<file path="config.mk">
export PLATFORM = sky130hd
export DESIGN_NAME = cbc_block_encryptor
export DESIGN_NICKNAME = d
export VERILOG_FILES = /design/src/rtl/cbc_pkg.sv /design/src/rtl/nibble_cipher.sv /design/src/rtl/cbc_block_encryptor.sv
export SDC_FILE = /design/constraint.sdc
export NUM_CORES = 1
export LEC_CHECK = 0
export CORE_ASPECT_RATIO = 1.4
export CORE_MARGIN = 10
export CORE_UTILIZATION = 33
export DETAILED_ROUTE_END_ITERATION = 6
export GPL_ROUTABILITY_DRIVEN = 0
export GPL_TIMING_DRIVEN = 0
export PLACE_DENSITY_LB_ADDON = 0.25
export SLEW_MARGIN = 20
export SYNTH_ARGS = -nofsm -noshare
export SYNTH_HDL_FRONTEND = slang
export SYNTH_SLANG_ARGS = --single-unit
</file>
<file path="constraint.sdc">
create_clock -name clk -period 1.9 [get_ports clk]
set_input_delay 0.38 -clock clk [delete_from_list [all_inputs] [get_ports clk]]
set_output_delay 0.38 -clock clk [all_outputs]
set_load 0.01 [all_outputs]
</file>
<file path="src/rtl/cbc_pkg.sv">
// Shared types and the 4-bit block cipher for the CBC encryptor.
// E_k(x) rotates (x ^ k) left by one bit.
package cbc_pkg;

    typedef logic [3:0] nibble_t;
    typedef logic [7:0] block_t;

    typedef enum logic [1:0] {
        IDLE,
        HI,
        LO,
        OUT
    } state_e;

    function automatic nibble_t cbc_enc(input nibble_t x, input nibble_t k);
        nibble_t t;
        t = x ^ k;
        return {t[2:0], t[3]};
    endfunction

endpackage

</file>
<file path="src/rtl/nibble_cipher.sv">
// Combinational single-nibble encryption under key k_i.
module nibble_cipher
    import cbc_pkg::*;
(
    input  logic [3:0] x_i,
    input  logic [3:0] k_i,
    output logic [3:0] y_o
);

    assign y_o = cbc_enc(x_i, k_i);

endmodule

</file>
<file path="src/rtl/cbc_block_encryptor.sv">
// CBC encryptor: chains plaintext nibbles with the previous ciphertext (IV first),
// encrypts them and packs pairs into 8-bit blocks; odd messages get a zero pad nibble.
module cbc_block_encryptor
    import cbc_pkg::*;
(
    input  logic       clk,
    input  logic       rst_n,
    input  logic [3:0] key,
    input  logic [3:0] iv,
    input  logic       start,
    input  logic       in_valid,
    output logic       in_ready,
    input  logic [3:0] in_data,
    input  logic       in_last,
    output logic       out_valid,
    input  logic       out_ready,
    output logic [7:0] out_data,
    output logic       out_last,
    output logic [7:0] blk_cnt
);

    state_e  state_q, state_d;
    nibble_t key_q, key_d;
    nibble_t chain_q, chain_d;
    nibble_t hi_q, hi_d;
    nibble_t lo_q, lo_d;
    logic    last_q, last_d;
    logic [7:0] cnt_q, cnt_d;

    nibble_t data_x;
    nibble_t data_ct;
    nibble_t pad_ct;
    logic    in_hs;

    assign data_x = in_data ^ chain_q;

    nibble_cipher u_data_cipher (
        .x_i (data_x),
        .k_i (key_q),
        .y_o (data_ct)
    );

    // The pad nibble is zero, so its chained input is just the fresh ciphertext.
    nibble_cipher u_pad_cipher (
        .x_i (data_ct),
        .k_i (key_q),
        .y_o (pad_ct)
    );

    // Both handshake flags decode registered state only, so out_ready never reaches in_ready.
    assign in_ready  = (state_q == HI) || (state_q == LO);
    assign out_valid = (state_q == OUT);
    assign out_data  = {hi_q, lo_q};
    assign out_last  = last_q & out_valid;
    assign blk_cnt   = cnt_q;
    assign in_hs     = in_valid & in_ready;

    always_comb begin
        // NOTE: every next-state signal is defaulted to hold first, so no path can infer a latch.
        state_d = state_q;
        key_d   = key_q;
        chain_d = chain_q;
        hi_d    = hi_q;
        lo_d    = lo_q;
        last_d  = last_q;
        cnt_d   = cnt_q;

        unique case (state_q)
            IDLE, HI, LO: begin
                if (start) begin
                    key_d   = key;
                    chain_d = iv;
                    cnt_d   = '0;
                    hi_d    = '0;
                    last_d  = 1'b0;
                    state_d = HI;
                end else if (in_hs && state_q == HI) begin
                    hi_d    = data_ct;
                    chain_d = data_ct;
                    last_d  = in_last;
                    state_d = LO;
                    if (in_last) begin
                        lo_d    = pad_ct;
                        chain_d = pad_ct;
                        state_d = OUT;
                    end
                end else if (in_hs && state_q == LO) begin
                    lo_d    = data_ct;
                    chain_d = data_ct;
                    last_d  = in_last;
                    state_d = OUT;
                end
            end
            OUT: begin
                // start is ignored here: the block drains before anything else happens.
                if (out_ready) begin
                    cnt_d   = cnt_q + 8'd1;
                    state_d = last_q ? IDLE : HI;
                end
            end
            default: state_d = IDLE;
        endcase
    end

    // NOTE: state registers use non-blocking assignments so every flop samples pre-edge values.
    always_ff @(posedge clk or negedge rst_n) begin
        if (!rst_n) begin
            state_q <= IDLE;
            key_q   <= '0;
            chain_q <= '0;
            hi_q    <= '0;
            lo_q    <= '0;
            last_q  <= 1'b0;
            cnt_q   <= '0;
        end else begin
            state_q <= state_d;
            key_q   <= key_d;
            chain_q <= chain_d;
            hi_q    <= hi_d;
            lo_q    <= lo_d;
            last_q  <= last_d;
            cnt_q   <= cnt_d;
        end
    end

endmodule

</file>
======== After elaboration in Yosys (flattened, before gate mapping) ========
Cells that the tools add are included.
word-level totals
  bits in registers ....................... 27
  bits in latches ......................... 0
  bits in writable memories ............... 0
  ROM bits ................................ 0
  bits of input ports ..................... 18
  memories ................................ 0
operators by class
  $add $sub $neg .......................... 1
  multipliers ............................. 0
  divide/modulo/power cells ............... 0
  magnitude comparators ................... 0
  eq/ne operators ......................... 7
  shift operators ......................... 0
  muxes and demuxes ....................... 21
  bitwise gates (word level) .............. 6
  reductions and logical operators ........ 14
operator list
  operator               count
  $mux W4                8
  $mux W8                2
  $pmux W8 S2            1
  $xor A4 B4 Y4          3
  $reduce_and A2 Y1      5
  $add A8 B1 Y8 const B  1
  $mux W2                4
  $mux W1                5
  $eq A2 B2 Y1 const B   2
  $ne A2 B2 Y1 const B   2
  $ne A4 B4 Y1 const B   1
  $pmux W2 S2            1
  $reduce_and A4 Y1      1
  $reduce_bool A2 Y1     2
  $reduce_bool A3 Y1     1
  $reduce_or A3 Y1       1
  $and A1 B1 Y1          2
  $eq A2 B1 Y1 const B   1
  $logic_and A1 B1 Y1    2
  $logic_not A2 Y1       1
  $ne A2 B1 Y1 const B   1
  $logic_or A1 B1 Y1     1
  $not A1 Y1             1

======== Longest topological paths before layout ========
Gate-level depths: netlist (run 1).
  word-level depth ........................ 8
  depth in mapped cells ................... 7
  gate-level depth less buffers ........... 6

======== By module ========
A second synthesis (run 1) with hierarchy kept.
unflattened totals
  cell total of the unflattened synthesis .. 146
  area total of the unflattened synthesis .. 1,517.7 um^2
modules (own cells, without submodules)
  module               times used  cells each  area each (um^2)  sequential area each (um^2)
  cbc_block_encryptor  1           138         1,447.6           675.6
  nibble_cipher        2           4           35.0              0.0

======== Least setup slack after synthesis (run 1) ========
Ideal clock, no wire load.
  path type ............................... reg2reg
  from .................................... register state_q[0]
  to ...................................... register lo_q[2]
  setup time .............................. 111 ps
  arrival ................................. 1,556 ps
  required time ........................... 1,789 ps
  setup slack ............................. 233 ps
  stages on the path, launching flop included .. 6
  buffers on the path ..................... 0
  period minus slack after synthesis ...... 1,667 ps
  cells stage by stage .................... dfrtp_1 -> ha_1 -> nor2_1 -> o211a_1 -> o21ai_0 -> a222oi_1
between the ends
  cells in the longest elaborated chain, start to end .. 6
  elaborated cells on any way between the ends .. 12
  classes of those cells .................. eq/ne (3); mux (1); bitwise (1); reduce/logical (7)
ends and longest elaborated chain
  what                                                                 RTL line                                              RTL
  start, declared                                                      cbc_block_encryptor.sv:22                             state_e state_q, state_d;
  start signal, assigned                                               cbc_block_encryptor.sv:116                            state_q <= state_d;
  $eq A2 B1 Y1 / $eq A2 B2 Y1 (equally long branches)                  -
  $logic_or A1 B1 Y1                                                   cbc_block_encryptor.sv:51                             assign in_ready = (state_q == HI) || (state_q == LO);
  $and A1 B1 Y1                                                        cbc_block_encryptor.sv:56                             assign in_hs = in_valid & in_ready;
  $logic_and A1 B1 Y1 (on tied branches)                               cbc_block_encryptor.sv:77, cbc_block_encryptor.sv:87
  $ne A2 B2 Y1 (no line) / $reduce_bool A2 Y1 (equally long branches)  -
  $reduce_and A4 Y1 (no line)                                          -
  end signal, assigned                                                 cbc_block_encryptor.sv:120                            lo_q <= lo_d;
  end, declared                                                        cbc_block_encryptor.sv:26                             nibble_t lo_q, lo_d;
Several ways; a longest one is shown, not always the timed one.
A chain may end at the register's enable or synchronous reset.

======== Worst setup path in the final report (run 1) ========
  from .................................... register state_q[0]
  to ...................................... output out_valid
between the ends
  cells in the longest elaborated chain, start to end .. 1
ends and longest elaborated chain
  what           RTL line                   RTL
  $eq A2 B2 Y1   cbc_block_encryptor.sv:52  assign out_valid = (state_q == OUT);
  end, declared  cbc_block_encryptor.sv:15  output logic out_valid,
No other way between the ends.

==> impl_metrics.toml, run 1 <==
[run_status]
outcome = "finished with violations"
violations = "setup timing"

[detailed_routing]
num_vias = 1238
wl_per_cell_um = 15.5
wirelength_um = 3770
ant_nets = 0
drc = 0
via_per_inst = 5.07
dr.pass1.iters = 4
drt-initial-drc-count = 30

[floorplan]
core_um2 = 4270
die_w_um = 76.7
initial_utilization_pct = 34.7
rows = 28
die_h_um = 99.4
die-area_um2 = 7620
ios = 37

[placed_design]
io_buffers = 36
placed_area_um2 = 1920
dpl.hpwl_um = 2940
post-place-cells = 237

[grt]
grt_max_degree = 28
grt_pass1_vias = 1377
grt_overflow_total = 0
antenna_found_initial = 0
grt_pass1_wl_um = 6470
grt.total_usage_pct = 9.92

[worst_setup_path]
worstPathRequired_ns = 1.52
critPathMaxStageDelay_ns = 0.55
critical_path.top_delay_family = "buffers and inverters"
r2r_slack_ns = 0.08
path_class = "flop to output pin"
r2r-end = "lo_q[2]"
reg2regPathDepth = 6
cp.buffers_inverters = 2
crit_path_top_delay_cell = "clkdlybuf4s50_1"
crit_fanout = 4
end_kind = "output pin"
crit_path_start_kind = "flop"
reg2reg_from = "state_q[1]"
cp.arrival_ns = 1.52
path_cells = "buf_4 -> ha_2 -> clkdlybuf4s50_1"

[sta]
rsz0062_at_grt = "true"
slew_headroom_pct = 57.9
slew_violations = 0
skew_ns = 0.00759
setup_tns_ns = -0.00408
timing.hold.ws_ns = 0.110
hold_violations = 0
setup-violations-final = 1
tightest_slew_ns = 0.626
fmax_ghz = 0.525
min_period_ns = 1.90
setup_slack_ns = -0.00408
fin_crit_sh_pct = 100

[clock_tree]
clkSinkCount = 27
cts-htree-levels = 1
cts.clk_slew.worst_paths_ns = 0.09
cts-hold-fix-buffers = 0
clk_path_buf_depth = 2
worstSkewPairLatency_ns = 0.27
cts_root_buf = "clkbuf_8"
cts_buffers = 3
tritoncts = "done"

[finish]
stdcell_area_um2 = 2010
stdcell_count = 244
antenna_cells = 0
finalNetCount = 207
drive_gt1_share_pct = 16.3
area_growth_pct = 35.3

[run]
max_cap_violations = 0

[power]
leakage_nw = 0.839
cellPowerDensity_nw_per_um2 = 1410
ir_drop_uv = 646
power_w = 0.00284

[logic_synthesis]
ys_types = 36
yosysSeqAreaShare_pct = 45.5
yosysWarnings = 0
ys_ff_latch = 27
synth_ff_type = "dfrtp_1"
syn_area_per_cell_um2 = 10.5
synthCells = 141
synthesis.nets = 163
postSynth.asyncResetShare_pct = 100
netlist_area_um2 = 1490
synth_edf_count = 0

[min_path]
hold_class = "primary input to async pin"
==> power breakdown <==
group / leakage (nW) / switching (W) / total [W] / internal (W)
clock: 0.0217 / 0.000189 / 0.000338 / 0.000149
sequential: 0.340 / 0.000166 / 0.000942 / 0.000776
combinational: 0.477 / 0.000776 / 0.00156 / 0.000786
==> what timing repair did <==
item | 4_1_cts | 5_1_grt
endpoints found under the setup margin | 8 | 14
pin swaps | 0 | 2
buffers inserted | 3 | 0
gates resized for setup | 8 | 9
==> per-layer routing <==
layer | up-vias | GRT usage (%) | part of all wire [%]
met5 | - | 0 | 0
met4 | 0 | 2.58 | 0.77
met3 | 2 | 3.69 | 7.2
met2 | 30 | 18.2 | 51
met1 | 609 | 10.4 | 41
li1 | 597 | - | -
==> registers in the layout (all words and copies together), names as in the netlist <==
register  cells
lo_q          4
hi_q          4
chain_q       4
key_q         4
last_q        1
state_q       2
blk_cnt       8
==> metrics by stage <==
| step | util, % | worst slack, ns |
|---|---|---|
| 6_report | 47.0 | -0.00408 |
| 4_1_cts | 46.6 | -0.0937 |
| 5_1_grt | 47.0 | -0.0744 |
| 2_1_floorplan | - | 0.233 |
| 3_3_place_gp | 44.9 | -0.382 |
| 3_5_place_dp | 44.8 | -0.422 |
==> Yosys cell counts (all sizes together), types with 4 or more instances <==
| cell | instances | area, um2 |
|---|---|---|
| nand3 | 4 | 20.0 |
| nand2 | 12 | 45.0 |
| dfrtp | 27 | 676 |
| mux2 | 6 | 67.6 |
| xnor2 | 10 | 103 |
| a21oi | 4 | 20.0 |
| inv | 9 | 33.8 |
| a22oi | 5 | 37.5 |
| xor2 | 5 | 43.8 |
| ha | 4 | 50.1 |
| nor2 | 7 | 26.3 |
| o21ai | 9 | 45.0 |
==> worst max-delay path by stage <==
stage                     startpoint        end  cells past startpoint
after floorplan           state_q[0]    lo_q[2]                      5
after global placement         start   key_q[2]                      5
after detailed placement       start   key_q[2]                      5
after CTS                 state_q[0]   out_last                      5
after global routing           start   key_q[1]                      5
final                     state_q[0]  out_valid                      3
==> logic make-up after synthesis <==
group | share of synthesized area (%)
simple gates | 11.5
compound gates | 18.4
mux | 5.90
flops | 45.5
buf+inv | 3.96
fa+ha+maj | 3.37
xor+xnor | 11.4
==> cells in the final DEF (no fill, tap or decap), types with 3 or more instances in the layout <==
cell / count
inv_1: 9
ha_1: 3
a22oi_1: 5
xnor2_1: 8
clkdlybuf4s50_1: 33
buf_4: 3
xor2_1: 5
nor3_1: 3
a22o_1: 3
a21oi_1: 4
mux2_2: 6
o21ai_0: 6
buf_2: 3
dfrtp_1: 27
nand3_1: 4
nor2_1: 6
a222oi_1: 3
nand2_1: 12
o21ai_1: 3
o221ai_1: 3
clkbuf_8: 3
==> worst register-to-register path: cells and delay by family, from the launching register on <==
kind / cells / cell delay, ns
AO/OA/AOI/OAI: 1 / 0.20
adder cells (fa/ha/maj): 1 / 0.25
buffers and inverters: 2 / 0.21
flip-flops: 1 / 0.41
AND/OR/NAND/NOR: 2 / 0.61
==> final cells by class <==
cell class                 count  area [um2]
multi-input combinational    100         774
inverter                       9        33.8
timing repair buffer          39         372
clock buffer                   3        41.3
clock inverter                 1        7.51
sequential                    27         676
buffer                         5        30.0
fill                         433        2260
tap                           60        75.1
(Power assumes the default switching activity.)
==> run 2: changes to the inputs <==
--- a/config.mk
+++ b/config.mk
@@ -5,14 +5,17 @@
 export SDC_FILE = /design/constraint.sdc
 export NUM_CORES = 1
 export LEC_CHECK = 0
+export ABC_CLOCK_PERIOD_IN_PS = 1900
 export CORE_ASPECT_RATIO = 1.4
 export CORE_MARGIN = 10
 export CORE_UTILIZATION = 33
 export DETAILED_ROUTE_END_ITERATION = 6
 export GPL_ROUTABILITY_DRIVEN = 0
 export GPL_TIMING_DRIVEN = 0
+export HOLD_SLACK_MARGIN = 0.1
 export PLACE_DENSITY_LB_ADDON = 0.25
 export SLEW_MARGIN = 20
 export SYNTH_ARGS = -nofsm -noshare
 export SYNTH_HDL_FRONTEND = slang
 export SYNTH_SLANG_ARGS = --single-unit
+export TNS_END_PERCENT = 10
==> run 2 against run 1 <==
- the flow still finishes with violations (setup timing)
- total power hardly changed
- core utilization stayed put
- clock power hardly changed
- final cell count stayed put
- combinational power hardly changed
- global-route usage stayed put
- clock skew hardly changed
- worst hold slack hardly changed
- die area stayed put
- worst setup slack better by 0.00064 ns
==> impl_metrics.toml, run 2 (synthesis results as in run 1) <==
[detailed_routing]
dr.pass1.iters = 4
drt-initial-drc-count = 35
wl_per_cell_um = 15.4
ant_nets = 0
via_per_inst = 5.07
wirelength_um = 3760
drc = 0
num_vias = 1236

[placed_design]
placed_area_um2 = 1920
dpl.hpwl_um = 2940
io_buffers = 36
dpl_worst_slack_ns = -0.422

[worst_setup_path]
crit_path_start_kind = "flop"
crit_fanout = 4
path_class = "flop to output pin"
end_kind = "output pin"
worstPathRequired_ns = 1.52
cp.arrival_ns = 1.52

[sta]
setup-violations-final = 1
hold_violations = 0
tightest_slew_ns = 0.636
fin_crit_sh_pct = 100
skew_ns = 0.00794
setup_tns_ns = -0.00345
fmax_ghz = 0.525
min_period_ns = 1.90
slew_violations = 0
setup_slack_ns = -0.00345
rsz0062_at_grt = "true"
slew_headroom_pct = 57.2

[finish]
area_growth_pct = 35.3
largest_reg_flops = 8
fillCellCount = 433
antenna_cells = 0
mostFrequentLayoutCells = "33 x clkdlybuf4s50_1, 27 x dfrtp_1, 12 x nand2_1"
drive_gt1_share_pct = 16.3
finalNetCount = 207
stdcell_area_um2 = 2010
final_common_cell = "clkdlybuf4s50_1"
fin_util_pct = 47.0

[clock_tree]
tritoncts = "done"
cts.clk_slew.worst_paths_ns = 0.09
cts_root_buf = "clkbuf_8"
worstSkewPairLatency_ns = 0.27
cts_buffers = 3
clkSinkCount = 27
clk_path_buf_depth = 2
cts-htree-levels = 1

[run_status]
violations = "setup timing"
outcome = "finished with violations"

[floorplan]
die_h_um = 99.4
core_um2 = 4270
rows = 28
die-area_um2 = 7620
ios = 37
initial_utilization_pct = 34.7
die_w_um = 76.7

[grt]
grt_pass1_vias = 1377
grt_pass1_wl_um = 6470
grt_max_degree = 28
grt.total_usage_pct = 9.92
grt_overflow_total = 0
antenna_found_initial = 0

[power]
cellPowerDensity_nw_per_um2 = 1410
ir_drop_uv = 646
leakage_nw = 0.839
power_w = 0.00284

[min_path]
hold_class = "primary input to async pin"

[run]
max_cap_violations = 0
run 2: cell counts in the layout (fill, tap and decap cells not counted):
Identical to the previous run, type by type.
run 2: area by class of cell:
cell class / count / area [um2] / area share, %
multi-input combinational: 100 / 774 / 38.5
buffer: 5 / 30.0 / 1.49
inverter: 9 / 33.8 / 1.68
tap: 60 / 75.1 / 3.74
sequential: 27 / 676 / 33.6
clock inverter: 1 / 7.51 / 0.374
clock buffer: 3 / 41.3 / 2.05
timing repair buffer: 39 / 372 / 18.5
run 2: worst paths after layout:
path	start	to	slack, ns	depth (start not counted)
worst max register to register	state_q[1]	state_q[0]	0.09	6
max in group asynchronous	rst_n	state_q[1]	1.37	1
min in group clk	lo_q[0]	lo_q[0]	0.53	2
worst min register to register	lo_q[0]	lo_q[0]	0.53	2
worst max-delay path	state_q[0]	out_valid	-0.003	3
worst min-delay path	rst_n	blk_cnt[2]	0.11	1
run 2: through the flow:
stage	hold slack (ns)	cells
after floorplan	0.0844	141
after global placement	0.506	237
after detailed placement	0.439	237
after CTS	0.135	244
after global routing	0.150	244
final	0.111	244
run 2: critical path, cell delays in order (launching register included):
cell	delay [ns]
dfrtp_1	0.37
buf_4	0.11
ha_2	0.22
clkdlybuf4s50_1	0.55
run 2: timing repair:
action,CTS,global route
setup buffers,3,0
hold buffers,0,0
pin swaps,0,1
endpoints found under the setup margin,8,14
resized for setup,8,9
run 2: per-layer routing:
layer  global-route usage, %  share of wire, %  routed length (um)
met1                    10.4                40                1520
met2                    18.2                51                1910
met3                    3.69               8.0                 300
met4                    2.58              0.77                  29
met5                       0                 0                   0
run 2: power breakdown:
group	internal, W	leakage [nW]	switching (W)
registers	0.000776	0.340	0.000166
clock network	0.000149	0.0217	0.000188
logic	0.000786	0.477	0.000777
total	0.00171	0.839	0.00113
